### config.mk
export PLATFORM = sky130hd
export DESIGN_NAME = pc_gen_unit
export DESIGN_NICKNAME = d
export VERILOG_FILES = /design/src/rtl/pc_gen_unit.sv
export SDC_FILE = /design/constraint.sdc
export NUM_CORES = 1
export LEC_CHECK = 0
export ABC_AREA = 1
export CORE_ASPECT_RATIO = 1.1
export CORE_UTILIZATION = 45
export CTS_CLUSTER_DIAMETER = 200
export DETAILED_ROUTE_END_ITERATION = 16
export DONT_BUFFER_PORTS = 1
export SYNTH_ARGS = -nofsm -noshare
export SYNTH_HDL_FRONTEND = slang
export SYNTH_SLANG_ARGS = --single-unit
export TNS_END_PERCENT = 100
### constraint.sdc
create_clock -name clk -period 2.4 [get_ports clk]
set_clock_uncertainty 0.2 [all_clocks]
set_input_delay 0.24 -clock clk [delete_from_list [all_inputs] [get_ports clk]]
set_output_delay 0.24 -clock clk [all_outputs]
set_load 0.01 [all_outputs]
### src/rtl/pc_gen_unit.sv
// ---------------------------------------------------------------------------
// pc_gen_unit
//
// Program-counter generator for the IF stage of the 5-stage MIPS pipeline.
// It holds the fetch PC and selects the next PC from one of these sources:
// the sequential step, a taken branch, a jump, the exception vector or an
// ERET return address. Stalls hold the PC. A redirect that arrives during a
// stall is parked in a one-entry buffer and is applied on the first edge
// after the stall ends. Misaligned eret, branch and jump targets are trapped
// to the exception vector, and the offending address is reported.
//
// Ports
//   clk           in   clock, rising edge
//   rst_n         in   asynchronous active-low reset
//   stall_i       in   hold the PC
//   br_take_i     in   taken branch resolved in ID
//   br_target_i   in   branch target
//   jmp_take_i    in   j/jal/jr/jalr in ID
//   jmp_target_i  in   jump target
//   exc_req_i     in   exception request from a later stage
//   eret_req_i    in   ERET return request
//   epc_i         in   ERET return address
//   pc_o          out  current fetch PC (registered)
//   pc_step_o     out  pc_o + STEP (combinational, wraps)
//   link_o        out  pc_o + LINK_OFFSET (combinational, wraps)
//   valid_o       out  pc_o holds a fetchable address
//   pend_o        out  a redirect is buffered
//   misalign_o    out  one-cycle pulse while pc_o shows a trapped target
//   bad_addr_o    out  last misaligned target (registered)
// ---------------------------------------------------------------------------
module pc_gen_unit #(
    parameter int unsigned      WIDTH        = 32,
    parameter int unsigned      STEP         = 4,
    parameter int unsigned      LINK_OFFSET  = 8,
    parameter logic [WIDTH-1:0] RESET_VECTOR = WIDTH'(32'h0000_3000),
    parameter logic [WIDTH-1:0] EXC_VECTOR   = WIDTH'(32'h0000_4180)
) (
    input  logic             clk,
    input  logic             rst_n,
    input  logic             stall_i,
    input  logic             br_take_i,
    input  logic [WIDTH-1:0] br_target_i,
    input  logic             jmp_take_i,
    input  logic [WIDTH-1:0] jmp_target_i,
    input  logic             exc_req_i,
    input  logic             eret_req_i,
    input  logic [WIDTH-1:0] epc_i,
    output logic [WIDTH-1:0] pc_o,
    output logic [WIDTH-1:0] pc_step_o,
    output logic [WIDTH-1:0] link_o,
    output logic             valid_o,
    output logic             pend_o,
    output logic             misalign_o,
    output logic [WIDTH-1:0] bad_addr_o
);

    // Redirect priority classes; a larger value wins.
    typedef enum logic [1:0] {
        CLS_JMP  = 2'd0,
        CLS_BR   = 2'd1,
        CLS_ERET = 2'd2,
        CLS_EXC  = 2'd3
    } redirect_cls_e;

    localparam logic [WIDTH-1:0] STEP_W     = WIDTH'(STEP);
    localparam logic [WIDTH-1:0] LINK_W     = WIDTH'(LINK_OFFSET);
    // STEP is a power of two, so "target mod STEP" is the low bits under this mask.
    localparam logic [WIDTH-1:0] ALIGN_MASK = WIDTH'(STEP - 1);

    // Architectural state
    logic [WIDTH-1:0] pc_q, pc_d;
    logic             valid_q, valid_d;
    logic             mis_q, mis_d;
    logic [WIDTH-1:0] bad_q, bad_d;

    // Pending-redirect buffer: resolved target, priority class, and whether
    // the entry is a trapped misalignment (with its original address).
    logic             buf_vld_q, buf_vld_d;
    redirect_cls_e    buf_cls_q, buf_cls_d;
    logic [WIDTH-1:0] buf_tgt_q, buf_tgt_d;
    logic             buf_mis_q, buf_mis_d;
    logic [WIDTH-1:0] buf_bad_q, buf_bad_d;

    // Highest-priority live request this cycle
    logic             live_vld;
    redirect_cls_e    live_cls;
    logic [WIDTH-1:0] live_raw;
    logic             live_mis;
    logic [WIDTH-1:0] live_tgt;

    // Pick the winning live request; lower-priority ones in the same cycle
    // are simply not seen.
    always_comb begin
        live_vld = 1'b1;
        live_cls = CLS_JMP;
        live_raw = jmp_target_i;
        if (exc_req_i) begin
            live_cls = CLS_EXC;
            live_raw = EXC_VECTOR;
        end else if (eret_req_i) begin
            live_cls = CLS_ERET;
            live_raw = epc_i;
        end else if (br_take_i) begin
            live_cls = CLS_BR;
            live_raw = br_target_i;
        end else if (jmp_take_i) begin
            live_cls = CLS_JMP;
            live_raw = jmp_target_i;
        end else begin
            live_vld = 1'b0;
        end
    end

    // The exception vector itself is trusted and never alignment-checked.
    assign live_mis = live_vld && (live_cls != CLS_EXC) && ((live_raw & ALIGN_MASK) != '0);
    assign live_tgt = live_mis ? EXC_VECTOR : live_raw;

    // Next-state selection. The first edge after reset release only raises
    // valid, so RESET_VECTOR is itself fetched with valid set. An exception
    // beats a stall and flushes the buffer. During a stall the PC holds and
    // a live request may claim the buffer if it is empty or the request is at
    // least as important as the parked entry. When running, a parked entry
    // is used only if it strictly outranks whatever is live now.
    always_comb begin
        pc_d      = pc_q;
        valid_d   = 1'b1;
        mis_d     = 1'b0;
        bad_d     = bad_q;
        buf_vld_d = buf_vld_q;
        buf_cls_d = buf_cls_q;
        buf_tgt_d = buf_tgt_q;
        buf_mis_d = buf_mis_q;
        buf_bad_d = buf_bad_q;

        if (!valid_q) begin
            pc_d = pc_q;
        end else if (exc_req_i) begin
            pc_d      = EXC_VECTOR;
            buf_vld_d = 1'b0;
        end else if (stall_i) begin
            if (live_vld && (!buf_vld_q || (live_cls >= buf_cls_q))) begin
                buf_vld_d = 1'b1;
                buf_cls_d = live_cls;
                buf_tgt_d = live_tgt;
                buf_mis_d = live_mis;
                buf_bad_d = live_raw;
            end
        end else begin
            buf_vld_d = 1'b0;
            if (buf_vld_q && (!live_vld || (buf_cls_q > live_cls))) begin
                pc_d  = buf_tgt_q;
                mis_d = buf_mis_q;
                if (buf_mis_q) begin
                    bad_d = buf_bad_q;
                end
            end else if (live_vld) begin
                pc_d  = live_tgt;
                mis_d = live_mis;
                if (live_mis) begin
                    bad_d = live_raw;
                end
            end else begin
                pc_d = pc_q + STEP_W;
            end
        end
    end

    // State registers; reset also discards any parked redirect at once.
    always_ff @(posedge clk or negedge rst_n) begin
        if (!rst_n) begin
            pc_q      <= RESET_VECTOR;
            valid_q   <= 1'b0;
            mis_q     <= 1'b0;
            bad_q     <= '0;
            buf_vld_q <= 1'b0;
            buf_cls_q <= CLS_JMP;
            buf_tgt_q <= '0;
            buf_mis_q <= 1'b0;
            buf_bad_q <= '0;
        end else begin
            pc_q      <= pc_d;
            valid_q   <= valid_d;
            mis_q     <= mis_d;
            bad_q     <= bad_d;
            buf_vld_q <= buf_vld_d;
            buf_cls_q <= buf_cls_d;
            buf_tgt_q <= buf_tgt_d;
            buf_mis_q <= buf_mis_d;
            buf_bad_q <= buf_bad_d;
        end
    end

    assign pc_o       = pc_q;
    assign pc_step_o  = pc_q + STEP_W;
    assign link_o     = pc_q + LINK_W;
    assign valid_o    = valid_q;
    assign pend_o     = buf_vld_q;
    assign misalign_o = mis_q;
    assign bad_addr_o = bad_q;

endmodule

# ---- Word level (Yosys, flattened, before mapping)
# Index checks and enable logic that the tools add are counted.
dict set report word_totals {
  register_bits 134
  in_bits 103
}
dict set report op_classes {
  addsub 2
  n_lt_le_gt_ge 2
  eq_ne 4
  n_mux 27
  n_bitwise 2
  n_reduce_logical 15
}
# op n
set op_table {}
lappend op_table {{$mux 32} 12}
lappend op_table {{$add 32x3->32 const B} 1}
lappend op_table {{$add 32x4->32 const B} 1}
lappend op_table {{$reduce_bool 32->1} 1}
lappend op_table {{$mux 1} 13}
lappend op_table {{$reduce_and 6->1} 1}
lappend op_table {{$logic_and 1x1->1} 4}
lappend op_table {{$mux 2} 2}
lappend op_table {{$ne 2x2->1 const B} 2}
lappend op_table {{$reduce_and 2->1} 2}
lappend op_table {{$reduce_and 4->1} 1}
lappend op_table {{$reduce_bool 2->1} 2}
lappend op_table {{$ne 3x1->1 const B} 1}
lappend op_table {{$ge 2x2->1} 1}
lappend op_table {{$gt 2x2->1} 1}
lappend op_table {{$logic_not 1->1} 2}
lappend op_table {{$logic_or 1x1->1} 2}
lappend op_table {{$ne 2x1->1 const B} 1}
lappend op_table {{$not 1->1} 2}

# ---- Depth between registers and ports, before layout
# Gate-level depths: netlist of the first run.
dict set report depth {
  ltp_word 11
  depth_mapped 15
  depth_no_buf 13
}

# ---- Worst setup path before layout of the first run
# Ideal clock, no wire load.
dict set report synth_path {
  kind {input-to-reg}
  from {input eret_req_i}
  to {register buf_cls_q[1]}
  arrival_time_ns 2.078
  t_required_ns 2.066
  slack_ns -0.012
  cell_stages 13
  cell_sequence {buf_2 > clkbuf_1 > o21ai_0 > ha_1 > a21oi_1 > o21ai_2 > nand2_1 > nor3_4 > inv_2 > buf_2 > buf_2 > nand2_1 > o21ai_0}
}
dict set report synth_between {
  elab_chain_len 6
}
# element line_no
set synth_rtl {}
lappend synth_rtl {{start, declared} 46} ;# input logic eret_req_i,
lappend synth_rtl {{$mux 2} 100} ;# end else if (eret_req_i) begin
lappend synth_rtl {{$mux 2} 97} ;# if (exc_req_i) begin
lappend synth_rtl {{via live_cls[0]} 86} ;# redirect_cls_e live_cls;
lappend synth_rtl {{$ge 2x2->1} 141} ;# if (live_vld && (!buf_vld_q || (live_cls >= buf_cls_q))) begin
lappend synth_rtl {{$logic_or 1x1->1} 141}
lappend synth_rtl {{$logic_and 1x1->1} 141}
lappend synth_rtl {{$reduce_and 4->1 (no line)} --}
lappend synth_rtl {{end signal, assigned} 186} ;# buf_cls_q <= buf_cls_d;
lappend synth_rtl {{end, declared} 79} ;# redirect_cls_e buf_cls_q, buf_cls_d;
# The timed path passes the listed nets, and every way through them passes these cells.
# A chain may end at the register's enable or synchronous reset.

# ---- Worst setup path after layout of the first run
dict set report layout_path {
  from {register pc_q[13] (netlist: pc_o[13])}
  to {output link_o[25]}
}
dict set report layout_between {
  elab_chain_len 1
}
# element line_no
set layout_rtl {}
lappend layout_rtl {{start, declared} 71} ;# logic [WIDTH-1:0] pc_q, pc_d;
lappend layout_rtl {{start signal, assigned} 181} ;# pc_q <= pc_d;
lappend layout_rtl {{$add 32x4->32} 195} ;# assign link_o = pc_q + LINK_W;
lappend layout_rtl {{end, declared} 50} ;# output logic [WIDTH-1:0] link_o,
# No other way between the ends.

==> flow_summary.json, run 1 <==
{
  "holdWs_ns": -0.686,
  "synth-xor-area-share_pct": 3.86,
  "place_area_mm2": 0.00901,
  "start_util_pct": 45.7,
  "final_antenna_net_count": 0,
  "synth-async-reset-ratio_pct": 100,
  "drt-met1-wl_um": 12700,
  "critPathSlowestCell": "dfstp_2",
  "ctsHoldBuffers": 23,
  "grt_pass1_vias": 7570,
  "worstPathRequired_ns": 1.96,
  "p_leak_nw": 5.07,
  "met2_length_um": 12800,
  "tns_ns": -0.171,
  "h-tree-depth": 4,
  "setup_ws_ns": -0.0419,
  "cts_buffers": 17,
  "critical_path_arrival_ns": 2.00,
  "finalNetCount": 1408,
  "yosysSeqAreaShare_pct": 40.0,
  "fin_crit_sh_pct": 102,
  "worstPathCellList": "nand2_2, nor2_4, nand2_4, nor3_2, buf_4, nand2_1, xor2_1, buf_4",
  "synth_warnings": 0,
  "die_y_um": 145,
  "crit_path_start_kind": "flop",
  "core.rowCount": 52,
  "wirelength_um": 28300,
  "synth_nets": 1320,
  "antenna_found_initial": 0,
  "hold_viol": 134,
  "root_buffer": "clkbuf_16",
  "max_stage_delay_ns": 0.60,
  "syn_to_final_growth_pct": 25.4,
  "synth_area_leader_cell": "dfrtp_1",
  "insertion_delay_ns": 0.41,
  "drive_gt1_share_pct": 21.0,
  "final_cell_mix": "nand2_1 (377), o21ai_0 (133), dfrtp_1 (118), inv_1 (117), buf_4 (98)",
  "diodes": 0,
  "synth_cell_types": 39,
  "netlist_area_mm2": 0.00839,
  "final_area_mm2": 0.0105,
  "synth.area.top_cells": "dfrtp_1 (39%), nand2_1 (18%), o21ai_0 (8.1%)",
  "slew_headroom_pct": 49.1,
  "synth_compound_area_share_pct": 13.6,
  "final_common_cell": "nand2_1",
  "ys_seq_elements": 134,
  "die_area_mm2": 0.0192,
  "synth-edff-count": 0,
  "ff_latch_area_mm2": 0.00337,
  "post_drt_wl_per_cell_um": 18.2,
  "path_class": "flop to primary output",
  "worstMarginPinSlew_ns": 0.755,
  "synth_top_family_by_area": "simple AND/OR/NAND/NOR gates",
  "finalPower_mw": 7.02,
  "synth_top_area_share_pct": 39.4,
  "powerDensity_mw_per_mm2": 668,
  "dpl.cell_count": 1479,
  "synthFlopType": "dfrtp_1",
  "vias_per_cell": 5.27,
  "violations": "negative hold slack, negative setup slack",
  "clkTransAtPathRegs_ns": 0.06,
  "crit_fanout": 4,
  "vias": 8207,
  "setup_viol": 6,
  "drtIter0Drc": 523,
  "synthMuxAreaShare_pct": 0,
  "synthCells": 1213,
  "dpl_worst_slack_ns": 0.0497,
  "avgSynthCellArea_um2": 6.91,
  "maxCapViolations": 0,
  "clk_path_buf_depth": 2,
  "first_pass_iters": 7,
  "multiInputGateArea_mm2": 0.00468,
  "peakVddDrop_mv": 0.591,
  "grt_usage_pct": 29.8,
  "rsz0062_at_grt": "true",
  "cts_tree": "yes",
  "grt_overflow_total": 0,
  "cp_common_cell": "buf_4",
  "io_pins": 234,
  "synth-simple-area-share_pct": 31.6,
  "hpwl_um": 20800,
  "highest_layer": "met4",
  "max_freq_ghz": 0.410,
  "maxSlewViolCount": 0,
  "coreArea_mm2": 0.0183,
  "cts.sinks": 134,
  "post-route-min-period_ns": 2.44,
  "dieWidth_um": 132,
  "grt_max_degree": 135,
  "port_buffers": 0,
  "fillCellCount": 1791,
  "synthAdderAreaFrac_pct": 0.597,
  "met3WireLength_um": 1950,
  "gp_congestion": 1.01,
  "final_cells": 1557,
  "grt_pass1_wl_um": 43700,
  "endpoint_kind": "primary output",
  "hp-class": "primary input to async pin",
  "status": "finished with violations",
  "drc": 0
}
[routing by layer]
| metal | vias up | global-route usage, % |
|---|---|---|
| met5 | - | 0 |
| met4 | 0 | 12.3 |
| met3 | 41 | 5.66 |
| met2 | 342 | 46.0 |
| met1 | 3826 | 41.0 |
| li1 | 3998 | - |
[registers in the layout (all words and copies together), names as in the netlist]
register and flops:
bad_addr_o 32, buf_bad_q 32, buf_cls_q 2, buf_mis_q 1, buf_tgt_q 32, misalign_o 1
pc_o 32, pend_o 1, valid_o 1
[worst max-delay path: cells and delay by family, from the launching register on]
| kind | cells | cell delay, ns |
|---|---|---|
| XOR/XNOR | 1 | 0.14 |
| flip-flops | 1 | 0.60 |
| AND/OR/NAND/NOR | 5 | 0.56 |
| buffers and inverters | 2 | 0.29 |
[power breakdown]
group          switching [mW]  total [mW]  internal (mW)
registers               0.393        3.09           2.70
clock network            1.01        2.46           1.45
logic                   0.910        1.47          0.557
total                    2.31        7.02           4.71
[cells in the mapped netlist, types with 2 or more instances]
| master | n |
|---|---|
| dfstp_2 | 2 |
| nor3_1 | 6 |
| clkbuf_1 | 29 |
| nor2_1 | 101 |
| buf_6 | 10 |
| a21oi_1 | 16 |
| nand2_2 | 14 |
| xnor2_1 | 2 |
| o21ai_0 | 135 |
| nand2_4 | 5 |
| nand2_1 | 406 |
| dfrtp_1 | 132 |
| ha_1 | 4 |
| o21ai_1 | 57 |
| buf_2 | 15 |
| and2_1 | 3 |
| o22ai_1 | 4 |
| nor2_4 | 5 |
| nor4_1 | 2 |
| inv_1 | 122 |
| inv_4 | 2 |
| o21a_1 | 5 |
| nor2_8 | 2 |
| nand3_1 | 69 |
| buf_4 | 7 |
| xor2_1 | 35 |
| nand4_1 | 9 |
| inv_2 | 3 |
[area by class of cell]
cell class	instances	share of cell area, %
Timing Repair Buffer	131	10.6
Clock buffer	21	4.29
Clock inverter	11	1.01
Inverter	128	4.62
Sequential cell	134	32.1
Tap cell	243	2.89
Multi-Input combinational cell	889	44.5
[what timing repair did]
item | CTS | global route
gates resized for setup | 82 | 66
setup endpoints to repair | 37 | 41
gates cloned | 0 | 1
pin swaps | 14 | 21
setup buffers | 15 | 8
hold endpoints to repair | 171 | 134
[through the flow]
step / utilization, % / hold WS, ns
after floorplan: - / -0.256
after global placement: 49.1 / -0.253
after detailed placement: 49.1 / -0.253
after CTS: 55.5 / -0.700
after global routing: 57.3 / -0.704
final: 57.3 / -0.686
[cell families after synthesis]
family | after synthesis
flip-flops | 134
adder cells (fa/ha/maj) | 4
other | 1
AND/OR/NAND/NOR | 625
XOR/XNOR | 37
buffers and inverters | 191
AO/OA/AOI/OAI | 221
[path summary, 6_finish.rpt]
kind                                start        endpoint  slack, ns  depth (start not counted)
setup reg to reg             buf_cls_q[1]  bad_addr_o[18]       0.14                         12
hold / removal                      rst_n        pc_o[25]      -0.69                          0
min in group clk           br_target_i[5]    buf_bad_q[5]       0.01                          4
hold reg to reg              buf_tgt_q[9]    buf_tgt_q[9]       0.29                          2
setup / recovery                 pc_o[13]      link_o[25]      -0.04                          8
max in group asynchronous           rst_n        pc_o[12]       2.36                          0
(Power assumes the default switching activity.)
==> run 2: changes to the inputs <==
--- a/config.mk
+++ b/config.mk
@@ -7,10 +7,12 @@
 export LEC_CHECK = 0
 export ABC_AREA = 1
 export CORE_ASPECT_RATIO = 1.1
+export CORE_MARGIN = 5
 export CORE_UTILIZATION = 45
 export CTS_CLUSTER_DIAMETER = 200
 export DETAILED_ROUTE_END_ITERATION = 16
 export DONT_BUFFER_PORTS = 1
+export GPL_TIMING_DRIVEN = 0
 export SYNTH_ARGS = -nofsm -noshare
 export SYNTH_HDL_FRONTEND = slang
 export SYNTH_SLANG_ARGS = --single-unit
==> flow_summary.json, run 2 (synthesis gave the netlist of run 1 again) <==
{
  "ff_latch_area_mm2": 0.00339,
  "powerDensity_mw_per_mm2": 678,
  "gp_congestion": 0.977,
  "grt_overflow_total": 0,
  "finalNetCount": 1384,
  "status": "finished with violations",
  "cts.sinks": 134,
  "fillCellCount": 1765,
  "drtIter0Drc": 595,
  "clk_path_buf_depth": 2,
  "post_drt_wl_per_cell_um": 19.9,
  "cts_tree": "yes",
  "core.rowCount": 52,
  "fin_util_pct": 56.9,
  "hpwl_um": 23200,
  "coreArea_mm2": 0.0183,
  "diodes": 0,
  "maxSlewViolCount": 0,
  "dpl_worst_slack_ns": -0.540,
  "final_antenna_net_count": 0,
  "worstPathRequired_ns": 1.96,
  "vias": 8369,
  "hp-class": "primary input to async pin",
  "multiInputGateArea_mm2": 0.00491,
  "slew_headroom_pct": 44.3,
  "dieWidth_um": 140,
  "setup_viol": 29,
  "fin_crit_sh_pct": 107,
  "die_area_mm2": 0.0215,
  "p_leak_nw": 4.90,
  "antenna_found_initial": 1,
  "grt_usage_pct": 27.8,
  "endpoint_kind": "primary output",
  "final_common_cell": "nand2_1",
  "cts_buffers": 17,
  "critical_path.top_delay_family": "simple AND/OR/NAND/NOR gates",
  "ctsHoldBuffers": 12,
  "critical_path_arrival_ns": 2.12,
  "h-tree-depth": 4,
  "violations": "negative hold slack, negative setup slack",
  "drive_gt1_share_pct": 22.7,
  "tns_ns": -2.23,
  "max_stage_delay_ns": 0.74,
  "path_class": "flop to primary output",
  "grt_max_degree": 135,
  "insertion_delay_ns": 0.42,
  "peakVddDrop_mv": 0.431,
  "post-route-min-period_ns": 2.56,
  "worstMarginPinSlew_ns": 0.826,
  "hold_viol": 134,
  "final_cell_mix": "nand2_1 (365), o21ai_0 (131), inv_1 (113), dfrtp_1 (111), nor2_1 (65)",
  "path_buf_inv": 0,
  "setup_ws_ns": -0.163,
  "vias_per_cell": 5.46,
  "holdWs_ns": -0.694,
  "worstPathCellList": "nand2_4, nor2_4, nand2_2, nor3_4, nand2_1, xor2_2",
  "io_pins": 234,
  "port_buffers": 0,
  "critPathSlowestCell": "dfstp_4",
  "crit_path_start_kind": "flop",
  "rsz0062_at_grt": "true",
  "root_buffer": "clkbuf_16",
  "finalPower_mw": 7.08,
  "die_y_um": 153,
  "syn_to_final_growth_pct": 24.6,
  "first_pass_iters": 5,
  "grt_pass1_wl_um": 46900,
  "grt_pass1_vias": 8089,
  "start_util_pct": 45.7,
  "maxCapViolations": 0,
  "clkTransAtPathRegs_ns": 0.07,
  "drc": 0,
  "crit_fanout": 7,
  "wirelength_um": 30600,
  "max_freq_ghz": 0.390
}
run 2: changes by cell type in the layout (fill, tap and decap cells not counted), moves of 10 or more:
cell / previous run / this run
clkbuf_1: 3 / 20
buf_2: 0 / 10
xor2_1: 29 / 15
dlygate4sd3_1: 23 / 12
buf_4: 98 / 40
nand2_1: 377 / 365
xor2_2: 4 / 18
nand2_2: 33 / 43
run 2: where the power goes:
part           internal [mW]  leakage (nW)  total (mW)  switching, mW
logic                  0.491          2.95        1.36          0.871
registers               2.70          1.69        3.18          0.482
clock network           1.46         0.259        2.54           1.07
run 2: cell type report:
cell class / instances / share of cell area [%]
Buffer: 62 / 3.98
Sequential cell: 134 / 32.4
Clock inverter: 13 / 1.19
Inverter: 128 / 4.67
Clock buffer: 19 / 4.24
Tap cell: 243 / 2.91
Timing Repair Buffer: 46 / 3.63
Multi-Input combinational cell: 888 / 47.0
run 2: per-stage QoR:
stage                     cell area [µm²]  hold WS, ns  instances
after floorplan                      8390       -0.256       1213
after global placement               8690       -0.250       1456
after detailed placement             8690       -0.250       1456
after CTS                            9950       -0.697       1520
after global routing                10400       -0.702       1533
final                               10400       -0.694       1533
run 2: path summary, 6_finish.rpt:
path | start | to | slack, ns | cells past startpoint
setup / recovery | pc_o[13] | link_o[22] | -0.16 | 6
min in group clk | epc_i[16] | buf_bad_q[16] | 0.01 | 4
max in group asynchronous | rst_n | pc_o[13] | 2.44 | 0
hold reg to reg | buf_tgt_q[0] | buf_tgt_q[0] | 0.27 | 2
setup reg to reg | pc_o[3] | pc_o[20] | -0.05 | 13
hold / removal | rst_n | bad_addr_o[10] | -0.69 | 0
run 2: worst reg2reg max path: stages (launching register included):
cell and delay, ns:
dfrtp_2 0.53, ha_4 0.20, nand3_1 0.18, nor2_2 0.17
nand2_2 0.11, nor2_1 0.13, xor2_1 0.22, buf_4 0.14
buf_4 0.09, buf_4 0.09, buf_4 0.09, nand2_1 0.05
nand3_1 0.09, nand2_1 0.05
run 2: what timing repair did:
| action | 4_1_cts | 5_1_grt |
|---|---|---|
| gates resized for setup | 113 | 120 |
| hold endpoints to repair | 149 | 134 |
| pin swaps | 20 | 32 |
| cloned | 0 | 0 |
| endpoints found under the setup margin | 108 | 112 |
| setup buffers | 21 | 13 |
run 2: metal layers:
layer  vias to the layer above  track usage, %  wire length [µm]
li1                       3949               -                 -
met1                      3977            36.8             12800
met4                         2            9.64              1040
met3                        63            5.69              2200
met5                         -               0                13
met2                       378            45.5             14500
==> run 3: changes to the inputs <==
--- a/config.mk
+++ b/config.mk
@@ -12,6 +12,7 @@
 export CTS_CLUSTER_DIAMETER = 200
 export DETAILED_ROUTE_END_ITERATION = 16
 export DONT_BUFFER_PORTS = 1
+export GPL_ROUTABILITY_DRIVEN = 0
 export GPL_TIMING_DRIVEN = 0
 export SYNTH_ARGS = -nofsm -noshare
 export SYNTH_HDL_FRONTEND = slang
==> constraint.sdc (replaced) <==
create_clock -name clk -period 2.5 [get_ports clk]
set_clock_uncertainty 0.2 [all_clocks]
set_input_delay 0.25 -clock clk [delete_from_list [all_inputs] [get_ports clk]]
set_output_delay 0.25 -clock clk [all_outputs]
set_load 0.01 [all_outputs]
==> flow_summary.json, run 3 (synthesis gave the netlist of run 1 again) <==
{
  "hp-class": "primary input to async pin",
  "io_pins": 234,
  "path_class": "flop to primary output",
  "endpoint_kind": "primary output",
  "violations": "negative hold slack, negative setup slack",
  "setup_ws_ns": -0.0846,
  "grt_pass1_wl_um": 45900,
  "coreArea_mm2": 0.0183,
  "wirelength_um": 29700,
  "vias_per_cell": 5.36,
  "port_buffers": 0,
  "crit_path_start_kind": "flop",
  "drive_gt1_share_pct": 18.0,
  "path_buf_inv": 1,
  "final_antenna_net_count": 0,
  "final_cell_mix": "nand2_1 (386), o21ai_0 (133), inv_1 (117), dfrtp_1 (114), nor2_1 (73)",
  "h-tree-depth": 4,
  "start_util_pct": 45.7,
  "critical_path_arrival_ns": 2.13,
  "drc": 0,
  "insertion_delay_ns": 0.42,
  "grt_max_degree": 135,
  "max_freq_ghz": 0.387,
  "finalNetCount": 1371,
  "cts_buffers": 17,
  "critPathSlowestCell": "dfrtp_2",
  "max_stage_delay_ns": 0.53,
  "cts_tree": "yes",
  "clkTransAtPathRegs_ns": 0.06,
  "die_y_um": 153,
  "grt_usage_pct": 27.3,
  "grt_pass1_vias": 8067,
  "hpwl_um": 22300,
  "place_area_mm2": 0.00869,
  "worstMarginPinSlew_ns": 0.959,
  "peakVddDrop_mv": 0.504,
  "maxCapViolations": 0,
  "hold_viol": 134,
  "met3WireLength_um": 2330,
  "final_area_mm2": 0.0101,
  "post-route-min-period_ns": 2.58,
  "highest_layer": "met4",
  "setup_viol": 13,
  "fillCellCount": 1795,
  "crit_fanout": 7,
  "maxSlewViolCount": 0,
  "slew_headroom_pct": 35.4,
  "first_pass_iters": 5,
  "cts.sinks": 134,
  "diodes": 0,
  "clk_path_buf_depth": 2,
  "status": "finished with violations",
  "worstPathCellList": "ha_4, nand3_1, nor2_2, nand2_1, nor2_1, xor2_1, inv_1",
  "powerDensity_mw_per_mm2": 697,
  "ctsHoldBuffers": 11,
  "vias": 8149,
  "drtIter0Drc": 524,
  "holdWs_ns": -0.682,
  "grt_overflow_total": 0,
  "fin_crit_sh_pct": 103,
  "tns_ns": -0.526,
  "drt-met1-wl_um": 12500,
  "antenna_found_initial": 0,
  "syn_to_final_growth_pct": 21.0,
  "rsz0062_at_grt": "true",
  "final_common_cell": "nand2_1",
  "p_leak_nw": 4.80,
  "die_area_mm2": 0.0215,
  "root_buffer": "clkbuf_16",
  "critical_path.top_delay_family": "simple AND/OR/NAND/NOR gates",
  "post_drt_wl_per_cell_um": 19.5,
  "dieWidth_um": 140,
  "dpl_worst_slack_ns": -0.450,
  "finalPower_mw": 7.07,
  "core.rowCount": 52,
  "met2_length_um": 13900,
  "worstPathRequired_ns": 2.05
}
## run 3: cell types whose count changed in the layout (fill, tap and decap cells not counted), moves of 5 or more
cell / delta
nand2_1: +21
buf_6: -5
nand2_4: -6
nor2_4: -7
nor2_1: +8
buf_4: -8
nand2_2: -14
clkinvlp_4: -5
nand3_1: +5
## run 3: worst register-to-register path: cells and delay by family (launching register included)
family | cells | cell delay (ns)
AOI/OAI and AO/OA | 2 | 0.37
and+or+nand+nor | 4 | 0.65
buffers and inverters | 2 | 0.33
adders and majority gates | 1 | 0.32
DFF | 1 | 0.38
## run 3: through the flow
step | utilization, % | hold WS (ns) | instances
6_report | 55.3 | -0.682 | 1519
4_1_cts | 53.9 | -0.687 | 1510
5_1_grt | 55.3 | -0.696 | 1519
2_1_floorplan | - | -0.246 | 1213
3_3_place_gp | 47.4 | -0.238 | 1456
3_5_place_dp | 47.4 | -0.240 | 1456
## run 3: timing repair
action,CTS,global route
endpoints found under the setup margin,55,140
buffers inserted,12,11
pin swaps,16,19
gates resized for setup,90,63
endpoints found under the hold margin,147,134
## run 3: area by class of cell
cell class / count / area (µm²) / share of cell area (%)
Buffer: 61 / 393 / 3.87
Clock buffer: 22 / 474 / 4.67
Clock inverter: 9 / 173 / 1.70
Inverter: 128 / 485 / 4.79
Multi-Input combinational cell: 888 / 4650 / 45.9
Sequential cell: 134 / 3380 / 33.3
Tap cell: 243 / 304 / 3.00
Timing Repair Buffer: 34 / 280 / 2.76
## run 3: where the power goes
part | internal (mW) | total (mW) | switching (mW)
Combinational | 0.443 | 1.26 | 0.815
Sequential | 2.59 | 3.05 | 0.455
Clock | 1.84 | 2.77 | 0.927
## run 3: worst paths after layout
check | from | end | slack (ns) | cells past startpoint
setup / recovery | pc_o[2] | pc_step_o[20] | -0.08 | 7
hold / removal | rst_n | bad_addr_o[0] | -0.68 | 0
setup reg to reg | buf_cls_q[1] | buf_mis_q | 0.13 | 9
hold reg to reg | buf_tgt_q[1] | buf_tgt_q[1] | 0.27 | 2
max in group asynchronous | rst_n | pc_o[27] | 2.44 | 0
min in group clk | br_target_i[5] | buf_bad_q[5] | 0.03 | 4
## run 3: per-layer routing
metal	GRT usage, %	vias up
met5	0	-
li1	-	3909
met3	6.13	57
met1	35.9	3847
met4	10.8	0
met2	44.0	336
